File: src/rtl/interval_loader_if.sv
// Request channel into the interval loader.
// Valid/ready handshake carrying a new interval in minutes.
interface interval_loader_if;
  logic        req_valid;
  logic [15:0] req_interval;
  logic        req_ready;

  modport master (
    output req_valid,
    output req_interval,
    input  req_ready
  );

  modport slave (
    input  req_valid,
    input  req_interval,
    output req_ready
  );
endinterface

File: src/rtl/interval_loader.sv
// Interval loader: range-checks a request and reloads the interval counter.
// Define INTERVAL_LOADER_SAFE_WAIT_EN to hold the load off while switch_i_c is high.
module interval_loader #(
  parameter int DEFAULT_INTERVAL = 10,
  parameter int MIN_INTERVAL     = 1,
  parameter int MAX_INTERVAL     = 1440,
  parameter int RESET_HOLD       = 2
) (
  input  logic               clock,
  input  logic               reset,
  interval_loader_if.slave   req,
  input  logic               switch_i_c,
  output logic [15:0]        interval,
  output logic               interval_reset,
  output logic               load_done,
  output logic               load_error,
  output logic               busy
);

  localparam int HW = (RESET_HOLD > 1) ? $clog2(RESET_HOLD) : 1;
  localparam logic [15:0] DEF_V = 16'(DEFAULT_INTERVAL);
  localparam logic [15:0] MIN_V = 16'(MIN_INTERVAL);
  localparam logic [15:0] MAX_V = 16'(MAX_INTERVAL);
  localparam logic [HW-1:0] HOLD_V = HW'(RESET_HOLD - 1);

  typedef enum logic [1:0] {
    S_IDLE,
    S_CHECK,
    S_WAIT,
    S_HOLD
  } state_t;

  state_t        r_state;
  state_t        w_state_n;
  logic [15:0]   r_cap;
  logic [15:0]   w_cap_n;
  logic [HW-1:0] r_hold;
  logic [HW-1:0] w_hold_n;
  logic [15:0]   r_interval;
  logic [15:0]   w_interval_n;
  logic          r_ireset;
  logic          w_ireset_n;
  logic          r_done;
  logic          w_done_n;
  logic          r_err;
  logic          w_err_n;
  logic          r_busy;
  logic          w_ready;
  logic          w_accept;
  logic          w_bad;
  logic          w_safe;

  assign w_ready  = (r_state == S_IDLE);
  assign w_accept = req.req_valid & w_ready;
  assign w_bad    = (r_cap == 16'd0) | (r_cap < MIN_V) | (r_cap > MAX_V);

`ifdef INTERVAL_LOADER_SAFE_WAIT_EN
  assign w_safe = ~switch_i_c;
`else
  // switch window is ignored; the term only keeps the port referenced
  assign w_safe = 1'b1 | switch_i_c;
`endif

  always_comb begin
    w_state_n    = r_state;
    w_cap_n      = r_cap;
    w_hold_n     = r_hold;
    w_interval_n = r_interval;
    w_ireset_n   = r_ireset;
    w_done_n     = 1'b0;
    w_err_n      = 1'b0;
    unique case (r_state)
      S_IDLE: begin
        if (w_accept) begin
          w_cap_n   = req.req_interval;
          w_state_n = S_CHECK;
        end
      end
      S_CHECK: begin
        if (w_bad) begin
          w_err_n   = 1'b1;
          w_state_n = S_IDLE;
        end else begin
          w_state_n = S_WAIT;
        end
      end
      S_WAIT: begin
        if (w_safe) begin
          w_interval_n = r_cap;
          w_ireset_n   = 1'b1;
          w_hold_n     = HOLD_V;
          w_state_n    = S_HOLD;
        end
      end
      S_HOLD: begin
        if (r_hold != '0) begin
          w_hold_n = r_hold - 1'b1;
        end else begin
          w_ireset_n = 1'b0;
          w_done_n   = 1'b1;
          w_state_n  = S_IDLE;
        end
      end
      default: w_state_n = S_IDLE;
    endcase
  end

  always_ff @(posedge clock or posedge reset) begin
    if (reset) begin
      r_state    <= S_IDLE;
      r_cap      <= '0;
      r_hold     <= '0;
      r_interval <= DEF_V;
      r_ireset   <= 1'b0;
      r_done     <= 1'b0;
      r_err      <= 1'b0;
      r_busy     <= 1'b0;
    end else begin
      r_state    <= w_state_n;
      r_cap      <= w_cap_n;
      r_hold     <= w_hold_n;
      r_interval <= w_interval_n;
      r_ireset   <= w_ireset_n;
      r_done     <= w_done_n;
      r_err      <= w_err_n;
      r_busy     <= (w_state_n != S_IDLE);
    end
  end

  assign req.req_ready   = w_ready;
  assign interval        = r_interval;
  assign interval_reset  = r_ireset;
  assign load_done       = r_done;
  assign load_error      = r_err;
  assign busy            = r_busy;

endmodule
File: src/flat_wrapper.sv
// flat-port wrapper written by rule: the top's interface ports become plain ports
module interval_loader_flat 
#(
  parameter int DEFAULT_INTERVAL = 10,
  parameter int MIN_INTERVAL     = 1,
  parameter int MAX_INTERVAL     = 1440,
  parameter int RESET_HOLD       = 2
)
  (clock, reset, switch_i_c, interval, interval_reset, load_done, load_error, busy, req_req_valid, req_req_interval, req_req_ready);
  interval_loader_if req_i ();
  input  logic clock;
  input  logic reset;
  input  logic switch_i_c;
  output logic [15:0] interval;
  output logic interval_reset;
  output logic load_done;
  output logic load_error;
  output logic busy;
  input wire logic [$bits(req_i.req_valid)-1:0] req_req_valid;
  input wire logic [$bits(req_i.req_interval)-1:0] req_req_interval;
  output wire logic [$bits(req_i.req_ready)-1:0] req_req_ready;
  assign req_i.req_valid = req_req_valid;
  assign req_i.req_interval = req_req_interval;
  assign req_req_ready = req_i.req_ready;
  interval_loader #(.DEFAULT_INTERVAL(DEFAULT_INTERVAL), .MIN_INTERVAL(MIN_INTERVAL), .MAX_INTERVAL(MAX_INTERVAL), .RESET_HOLD(RESET_HOLD)) u_core (.clock(clock), .reset(reset), .req(req_i), .switch_i_c(switch_i_c), .interval(interval), .interval_reset(interval_reset), .load_done(load_done), .load_error(load_error), .busy(busy));
endmodule
File: config.mk
export PLATFORM = sky130hd
export DESIGN_NAME = interval_loader_flat
export DESIGN_NICKNAME = d
export VERILOG_FILES = /design/src/rtl/interval_loader_if.sv /design/src/rtl/interval_loader.sv /design/src/flat_wrapper.sv
export SDC_FILE = /design/constraint.sdc
export NUM_CORES = 1
export LEC_CHECK = 0
export CORE_MARGIN = 1
export CORE_UTILIZATION = 50
export DETAILED_ROUTE_END_ITERATION = 12
export PLACE_DENSITY = 0.83
export REMOVE_ABC_BUFFERS = 1
export SLEW_MARGIN = 30
export SYNTH_ARGS = -nofsm -noshare
export SYNTH_HDL_FRONTEND = slang
export SYNTH_SLANG_ARGS = --single-unit
File: constraint.sdc
create_clock -name clock -period 4.05 [get_ports clock]
set_clock_uncertainty 0.1 [all_clocks]
set_input_delay 0.81 -clock clock [delete_from_list [all_inputs] [get_ports clock]]
set_output_delay 0.81 -clock clock [all_outputs]
set_load 0.05 [all_outputs]
## After elaboration in Yosys (flattened, before gate mapping)

Index checks and enable logic that the tools add are counted.

- Bits in registers: 39
- Output and inout port bits: 21
- Logic and storage cells: 36
- Bits of input ports: 20

- Reduce and logical (&&, ||, !) cells: 6
- Bitwise gates (word level): 3
- Order comparisons: 2
- $add $sub $neg: 1
- Equal/unequal tests: 4
- Mux-type cells: 12

Operators with widths:

| operator | count |
|---|---|
| 16-bit by 11-bit > comparator with 1-bit output, second input constant | 1 |
| 16-bit zero test | 1 |
| 16-bit by 1-bit < comparator with 1-bit output, second input constant | 1 |
| 2-bit one-hot mux with 4 select lines | 1 |
| 1-bit two-way mux | 6 |
| 2-bit two-way mux | 3 |
| 2-bit equality test, second input constant | 2 |
| 1-bit one-hot mux with 2 select lines | 2 |
| 2-bit AND reduction | 2 |
| 2-bit nonzero test | 2 |
| 2-bit by 1-bit equality test with 1-bit output, second input constant | 1 |
| 2-bit zero test | 1 |
| 2-bit inequality test, second input constant | 1 |
| 1-bit bitwise OR | 2 |
| 1-bit AND | 1 |
| 1-bit subtractor, second input constant | 1 |

## Longest topological paths before layout

Gate-level depths: netlist of the first run.

- Depth in word-level cells: 6
- Gate-level depth with buffers: 5
- Mapped depth without buffers: 4

## Worst setup path after synthesis of the first run

No wires, ideal clock.

- Path kind: register to output
- Start: register u_core.r_state[1]
- End: output port req_req_ready
- Data required time: 3.140 ns
- Arrival time: 1.113 ns
- Cell stages (with the launch flop): 2
- Buffers on the path: 0
- Slack: 2.027 ns
- Cell sequence: dfrtp_1 -> nor2_1

- Word-level cells in the longest chain between the ends: 1

Ends and longest elaborated chain:

| element | line | RTL |
|---|---|---|
| start: declaration | interval_loader.sv:33 | `state_t r_state;` |
| start signal: assignment | interval_loader.sv:119 | `r_state <= w_state_n;` |
| 2-bit zero test | interval_loader.sv:53 | `assign w_ready = (r_state == S_IDLE);` |
| end: declaration | flat_wrapper.sv:21 | `output wire logic [$bits(req_i.req_ready)-1:0] req_req_ready;` |

No other way between the ends.

## Worst setup path after layout of the first run

Same ends and word-level chain as after synthesis.

==> metrics, run 1 <==
Area contributors post-synth dfrtp_1, mux2_2, mux2_1, dfstp_2, nor2_1; Avg WL per Cell 15.2 µm; setup bufs post-CTS 0; H-tree depth 2; Via density 5.29; mean post-synth cell area 15.2 µm²; cell taking the most area after synthesis dfrtp_1; grt total ovfl 0; I/O Buffers 39; Post-DP HPWL 1950 µm; Routed Antenna Nets 0; Synth top area share 0.609; Syn-to-layout area delta 31.4%; Final Util 0.706; initial antenna violation count 0; failing checks design-rule violations; DRC errors left 6; Worst Hold Class reg -> reg; all-layer global routing usage 0.195; Setup crit start kind flop; worst hold start u_core.interval[6]$_DFFE_PP0P_; number of synthesized register bits 39; Max FO, Critical Path 7; Final Critical Period 2660 ps; CTS Hold Buffers Added 0; GPL Wtd Cong 0.698; CTS resizes 0; Main synth FF type dfrtp_1; Crit. Startpoint u_core.r_state[1]$_DFF_PP0_; Max Cap Viol 0; core area 0.00283 mm²; fraction of layout cells with a size suffix above 1 0.253; Max Slew Vio Count 0; synthesized instance count 100; worst r2r src u_core.r_state[1]$_DFF_PP0_; drt total wl 2690 µm; FP Rows 19; slew margin rel. 0.576; drt initial violations 38; Final period util 0.657; R2R Setup Slk 2080 ps; CP Data Required Time 3140 ps; CTS tree done; Max Freq 376 MHz; synthesized area 0.00152 mm²; Adder-Cell Fraction of Synth Area 0; simple-gate share of the synthesized area 0.0626; total CTS buffers 5; CP endpoint kind output pin; warning count from the yosys run 0; Yosys cell types 25; status finished, violations left; class of the most critical setup path reg -> out; leakage power 0.829 nW; first-pass GRT wire length 4620 µm; DRT Pass-1 Iters 8; Hold WS 388 ps; Worst EP arrival 1750 ps; Initial Utilization 0.537; post-synthesis mux area share 0.237; top cell types by occurrence after synthesis dfrtp_1, mux2_2, mux2_1; Boundary Pins 41; post-synthesis sequential area ratio 0.644; Least-Margin Pin Slew 635 ps; Worst-Skew Late Latency 350 ps; number of global-route vias before repair 1021; RSZ-0062 raised after global routing false; ant diodes 0; die area 0.00326 mm²; number of flops mapped to enable cells by yosys 0; Max VDD drop 0.451 mV; CTS root buffer clkbuf_4; Nets 165; total negative slack 0 ps; CTS sink cnt 39; XOR/XNOR Fraction of Synth Area 0; Reg clk slew, reported paths 110 ps; DIE HEIGHT 57.1 µm; total number of vias 937; count leader, synth dfrtp_1; largest net degree at the start of global routing 29; PwrDens 953 mW/mm²; post-synthesis compound-gate area fraction 0.0370; largest family of logic cells by synthesized area multiplexers; chip width 57.1 µm; clk buf depth 2; Final Hold Fails 0; Final Setup Violations 0; Async S/R FF share, synth 1.00
[critical path: stages, from the launching register on]
cell and delay (ps):
dfrtp_1 480, nor2_1 120, clkdlybuf4s50_1 800
[flip-flops by register name, indices dropped and copies added (netlist names)]
register and flops:
u_core.busy 1, u_core.interval 16, u_core.interval_reset 1, u_core.load_done 1
u_core.load_error 1, u_core.r_cap 16, u_core.r_hold 1, u_core.r_state 2
[cell usage in the layout (no fill, tap or decap), types with 2 or more instances in the layout]
cell type / netlist / routed
nor2_1: 6 / 6
dfstp_2: 2 / 2
buf_4: 2 / 2
nand2_1: 2 / 2
clkdlybuf4s50_1: 0 / 39
mux2_2: 23 / 23
mux2_1: 9 / 9
nand2b_1: 2 / 2
clkbuf_4: 0 / 5
dfrtp_1: 37 / 37
[power breakdown]
part           leakage (nW)  switching (W)  internal, W
registers             0.459       0.000140     0.000595
logic                 0.335       0.000564     0.000398
clock network        0.0353       0.000121    0.0000842
[metrics by stage]
step	instances	instance area, µm²	total power [W]	setup slack (ps)
6_report	177	2000	0.00190	1390
5_1_grt	177	2000	0.00201	1290
4_1_cts	177	2000	0.00192	1380
3_5_place_dp	169	1940	0.00172	1640
3_3_place_gp	169	1940	0.00168	1660
2_1_floorplan	97	1490	0.00139	2030
[cells by family after synthesis]
family / Yosys count
flip-flops: 39
multiplexers: 32
AND/OR/NAND/NOR: 17
AO/OA/AOI/OAI: 8
buffers and inverters: 4
[path summary, 6_finish.rpt]
kind	to	cells past startpoint
setup / recovery	req_req_ready	2
hold / removal	u_core.interval[6]$_DFFE_PP0P_	1
setup reg to reg	u_core.interval[4]$_DFFE_PP0P_	3
hold reg to reg	u_core.interval[6]$_DFFE_PP0P_	1
max in group asynchronous	u_core.interval[15]$_DFFE_PP0P_	3
min in group asynchronous	u_core.interval[9]$_DFFE_PP0P_	2
[routing by layer]
metal  up-vias  GRT usage  part of all wire
li1        447          -                 -
met1       457      0.251              0.46
met2        27      0.291              0.47
met3         6     0.0590             0.057
met4         0      0.122             0.017
met5         -          0                 0
[final cells by class]
class                   count  area [µm²]
clock buffers               7        55.1
clock inverters             1        5.00
fillers                   217         831
inverters                   1        3.75
multi-input cells          57         512
flip-flops and latches     39         978
well taps                  31        38.8
repair buffers             41         405
Power figures use the tool's default switching activity.
==> run 2: changes to the inputs <==
--- a/config.mk
+++ b/config.mk
@@ -6,9 +6,9 @@
 export NUM_CORES = 1
 export LEC_CHECK = 0
 export CORE_MARGIN = 1
-export CORE_UTILIZATION = 50
+export CORE_UTILIZATION = 42
 export DETAILED_ROUTE_END_ITERATION = 12
-export PLACE_DENSITY = 0.83
+export PLACE_DENSITY = 0.75
 export REMOVE_ABC_BUFFERS = 1
 export SLEW_MARGIN = 30
 export SYNTH_ARGS = -nofsm -noshare
==> constraint.sdc (replaced) <==
create_clock -name clock -period 2.3 [get_ports clock]
set_clock_uncertainty 0.1 [all_clocks]
set_input_delay 0.46 -clock clock [delete_from_list [all_inputs] [get_ports clock]]
set_output_delay 0.46 -clock clock [all_outputs]
set_load 0.05 [all_outputs]
==> run 2 against run 1 <==
  * The flow now finishes without violations
  * Core utilization decreased by 10 points
  * Worst setup slack got worse by 1300 ps
  * Combinational power grew 78%
  * Critical path depth fell by 1
  * Clock-buffer cell count is the same
  * First-iteration DRC count fell by 55%
  * Global-route usage is 3.1 points lower
  * Final cell count up 9.6%
  * Cell area is 2.4% higher
  * Total power increased by 77%
==> metrics, run 2 (synthesis gave the netlist of run 1 again) <==
hold path cells 1; Via density 4.90; Nets 167; Sw Share 0.431; number of global-route vias before repair 1039; final worst setup slack 57.9 ps; DIE HEIGHT 62.2 µm; P_sw 0.00145 W; R2R Setup Slk 800 ps; Syn-to-layout area delta 34.6%; FP Rows 21; CTS resizes 1; RSZ-0062 raised after global routing false; Avg WL per Cell 14.4 µm; most frequent cells in the layout clkdlybuf4s50_1, dfrtp_1, mux2_2, mux2_1, nor2_1; clk buf depth 2; CTS Hold Buffers Added 0; Bufs and invs on worst path 1; Routed Antenna Nets 0; drt initial violations 17; leakage power 0.856 nW; Crit path largest cell delay 800 ps; pre-CTS WS 368 ps; PwrDens 1650 mW/mm²; H-tree depth 2; combinational power share 0.508; status finished clean; Worst Hold Class reg -> reg; Pwr Total 0.00337 W; total CTS buffers 5; drt total wl 2790 µm; CTS root buffer clkbuf_4; Least-Margin Pin Slew 506 ps; worst hold start u_core.r_hold$_DFFE_PP0P_; I/O Buffers 39; largest net degree at the start of global routing 40; CP endpoint kind output pin; setup bufs post-CTS 0; fraction of layout cells with a size suffix above 1 0.257; grt total ovfl 0; Pint 0.00192 W; ant diodes 0; Reg clk slew, reported paths 110 ps; DRT Pass-1 Iters 4; Max Freq 446 MHz; Fillers 269; Final period util 0.975; slew margin rel. 0.662; Setup crit start kind flop; reg2reg path depth 3; Worst EP arrival 1680 ps; die area 0.00386 mm²; chip width 62.2 µm; DRC errors left 0; GPL Wtd Cong 0.760; Max VDD drop 0.717 mV; CP Cell Sequence clkdlybuf4s50_1; WHS Endpoint u_core.load_done$_DFF_PP0_; Clk pwr share 0.106; Post-DP HPWL 1950 µm; total number of vias 950; Final Hold Fails 0; Reg2Reg Capture Point u_core.interval[9]$_DFFE_PP0P_; Final Util 0.604; CTS sink cnt 39; Top delay family on crit path buffers and inverters; first-pass GRT wire length 4790 µm; CTS tree done; Max FO, Critical Path 2; Worst path slowest cell clkdlybuf4s50_1; all-layer global routing usage 0.164; Initial Utilization 0.449; Flop pwr share 0.385; worst r2r src u_core.r_state[1]$_DFF_PP0_; Final Setup Violations 0; class of the most critical setup path reg -> out; Max Cap Viol 0; CP Data Required Time 1740 ps; core area 0.00339 mm²; Boundary Pins 41; Final Critical Period 2240 ps; Worst-Skew Late Latency 340 ps; total negative slack 0 ps; initial antenna violation count 0; Max Slew Vio Count 0
==> run 2: cell types whose count changed in the layout (fill, tap and decap cells not counted), sizes merged <==
| cell | change |
|---|---|
| clkdlybuf4s50 | -2 |
| dlymetal6s2s | +1 |
| dlygate4sd2 | +1 |
| buf | +2 |
==> run 2: layer usage <==
| layer | track usage | wire length, µm |
|---|---|---|
| met1 | 0.202 | 1240 |
| met2 | 0.257 | 1310 |
| met3 | 0.0699 | 189 |
| met4 | 0.0610 | 46 |
| met5 | 0 | 0 |
==> run 2: layout make-up <==
class	instances	area [µm²]	share of cell area
Tap cell	46	57.6	0.0281
Sequential cell	39	978	0.478
Timing Repair Buffer	43	434	0.212
Multi-Input combinational cell	57	512	0.250
Inverter	1	3.75	0.00183
Clock inverter	1	5.00	0.00245
Clock buffer	7	55.1	0.0269
==> run 2: power groups by stage <==
stage	sequential, W	combinational (W)	clock [W]
after CTS	0.00131	0.00174	0.000374
final	0.00130	0.00171	0.000358
after global routing	0.00135	0.00181	0.000404
after detailed placement	0.00132	0.00174	0
after global placement	0.00129	0.00171	0
after floorplan	0.00187	0.000577	0
==> run 2: worst max-delay path by stage <==
| stage | slack, ps | startpoint | to | cells past startpoint |
|---|---|---|---|---|
| final | 60 | u_core.interval[3]$_DFFE_PP1P_ | interval[3] | 1 |
| after global routing | 20 | u_core.interval[3]$_DFFE_PP1P_ | interval[3] | 1 |
| after CTS | 20 | u_core.interval[1]$_DFFE_PP1P_ | interval[1] | 1 |
| after detailed placement | 370 | u_core.r_state[1]$_DFF_PP0_ | req_req_ready | 2 |
| after global placement | 380 | u_core.r_state[1]$_DFF_PP0_ | req_req_ready | 2 |
| after floorplan | 350 | u_core.r_state[1]$_DFF_PP0_ | u_core.interval[10]$_DFFE_PP0P_ | 2 |
==> run 2: per-stage QoR <==
stage	instances	hold WS, ps	area (µm²)
after floorplan	97	337	1490
after global placement	186	353	1980
after detailed placement	186	371	1980
after CTS	194	387	2040
after global routing	194	412	2050
final	194	395	2050
==> run 3: changes to the inputs <==
==> constraint.sdc (replaced) <==
create_clock -name clock -period 2 [get_ports clock]
set_clock_uncertainty 0.1 [all_clocks]
set_input_delay 0.4 -clock clock [delete_from_list [all_inputs] [get_ports clock]]
set_output_delay 0.4 -clock clock [all_outputs]
set_load 0.05 [all_outputs]
==> run 3 against run 2 <==
  * Flip-flop and latch count unchanged
  * Hold slack got worse by 150 ps
  * Combinational power increased by 11%
  * Via count increased by 4.4%
  * Final cell count increased by 0.52%
  * Largest power group unchanged
==> metrics, run 3 (synthesis gave the netlist of run 1 again) <==
Post-DP HPWL 2150 µm; total negative slack 0 ps; Least-Margin Pin Slew 507 ps; P_sw 0.00168 W; FP Rows 21; Avg WL per Cell 14.8 µm; ant diodes 0; Nets 168; GPL Wtd Cong 0.791; DRC errors left 0; Sw Share 0.447; CTS Hold Buffers Added 0; Max Freq 569 MHz; Setup crit start kind flop; CP endpoint kind output pin; DRT Pass-1 Iters 4; I/O Buffers 39; drt total wl 2880 µm; CP Cell Sequence dlygate4sd2_1; combinational power share 0.502; Via density 5.09; Pwr Total 0.00375 W; status finished clean; drt initial violations 48; leakage power 0.897 nW; Max VDD drop 0.764 mV; Worst path slowest cell dlygate4sd2_1; Bufs and invs on worst path 1; Boundary Pins 41; Max Cap Viol 0; Worst EP arrival 1260 ps; Max Slew Vio Count 0; die area 0.00386 mm²; CTS tree done; Final period util 0.878; most frequent cells in the layout dfrtp_1, mux2_2, clkdlybuf4s50_1, dlygate4sd2_1, buf_4; Pint 0.00207 W; total CTS buffers 5; RSZ-0062 raised after global routing false; CP endpoint interval[5]; setup bufs post-CTS 0; chip width 62.2 µm; Reg clk slew, reported paths 110 ps; initial antenna violation count 0; fraction of layout cells with a size suffix above 1 0.295; first-pass GRT wire length 5180 µm; Finished Cell Area 0.00203 mm²; commonest non-fill, non-tap cell in the layout dfrtp_1; FF+latch area 978 µm²; Flop pwr share 0.396; DIE HEIGHT 62.2 µm; Clk pwr share 0.101; number of global-route vias before repair 1107; largest net degree at the start of global routing 19; CTS root buffer clkbuf_4; slew margin rel. 0.661; CP Data Required Time 1500 ps; Non-Filler Instances 195; reg2reg path depth 3; Worst-Skew Late Latency 350 ps; Final Hold Fails 0; R2R Setup Slk 470 ps; Routed Antenna Nets 0; Reg2Reg Capture Point u_core.interval[9]$_DFFE_PP0P_; all-layer global routing usage 0.177; grt total ovfl 0; Max FO, Critical Path 2; footprint of the multi-input gates 512 µm²; core area 0.00339 mm²; Top delay family on crit path buffers and inverters; Critical Path Stages 1; Fillers 275; Final Setup Violations 0; Crit path largest cell delay 530 ps; CTS resizes 12; Worst Hold Class in -> async; Final Critical Period 1760 ps; Post-Place Cells 187; CTS sink cnt 39; Initial Utilization 0.449; total number of vias 992; worst r2r src u_core.r_state[1]$_DFF_PP0_; H-tree depth 2; Crit. Startpoint u_core.interval[5]$_DFFE_PP0P_; PwrDens 1850 mW/mm²; class of the most critical setup path reg -> out; clk buf depth 2; Syn-to-layout area delta 33.3%; placed cell areas 0.00199 mm²
-- run 3: how the worst min path moves through the flow --
stage,endpoint,start,depth (start not counted)
detailed placement,u_core.load_done$_DFF_PP0_,u_core.r_hold$_DFFE_PP0P_,1
global placement,u_core.load_done$_DFF_PP0_,u_core.r_hold$_DFFE_PP0P_,1
floorplan,u_core.load_done$_DFF_PP0_,u_core.r_hold$_DFFE_PP0P_,1
finish,u_core.r_cap[7]$_DFFE_PP0P_,reset,2
global route,u_core.r_cap[8]$_DFFE_PP0P_,reset,2
CTS,u_core.interval[7]$_DFFE_PP0P_,reset,2
-- run 3: per-stage QoR --
step	util	setup WS, ps	hold WS, ps
6_report	0.598	243	250
2_1_floorplan	-	52.3	337
4_1_cts	0.596	2.33	262
3_3_place_gp	0.586	193	351
5_1_grt	0.598	193	277
3_5_place_dp	0.586	159	377
-- run 3: routing by layer --
metal  up-vias  global-route usage  part of all wire  wire (µm)
met3        10              0.0643             0.068        195
met2        34               0.275              0.49       1430
li1        449                   -                 -          -
met5         -                   0                 0          0
met1       499               0.214              0.41       1190
met4         0              0.0959             0.025         73
-- run 3: power groups by stage --
stage	sequential, W	clock, W	combinational [W]
3_3_place_gp	0.00149	0	0.00194
6_report	0.00149	0.000380	0.00189
5_1_grt	0.00155	0.000426	0.00200
2_1_floorplan	0.00215	0	0.000664
4_1_cts	0.00149	0.000390	0.00191
3_5_place_dp	0.00151	0	0.00200
-- run 3: cell type report --
type,instances,area share
clock buffer,8,0.0241
tap,46,0.0284
timing repair buffer,44,0.210
inverter,1,0.00185
sequential,39,0.483
multi-input combinational,57,0.253
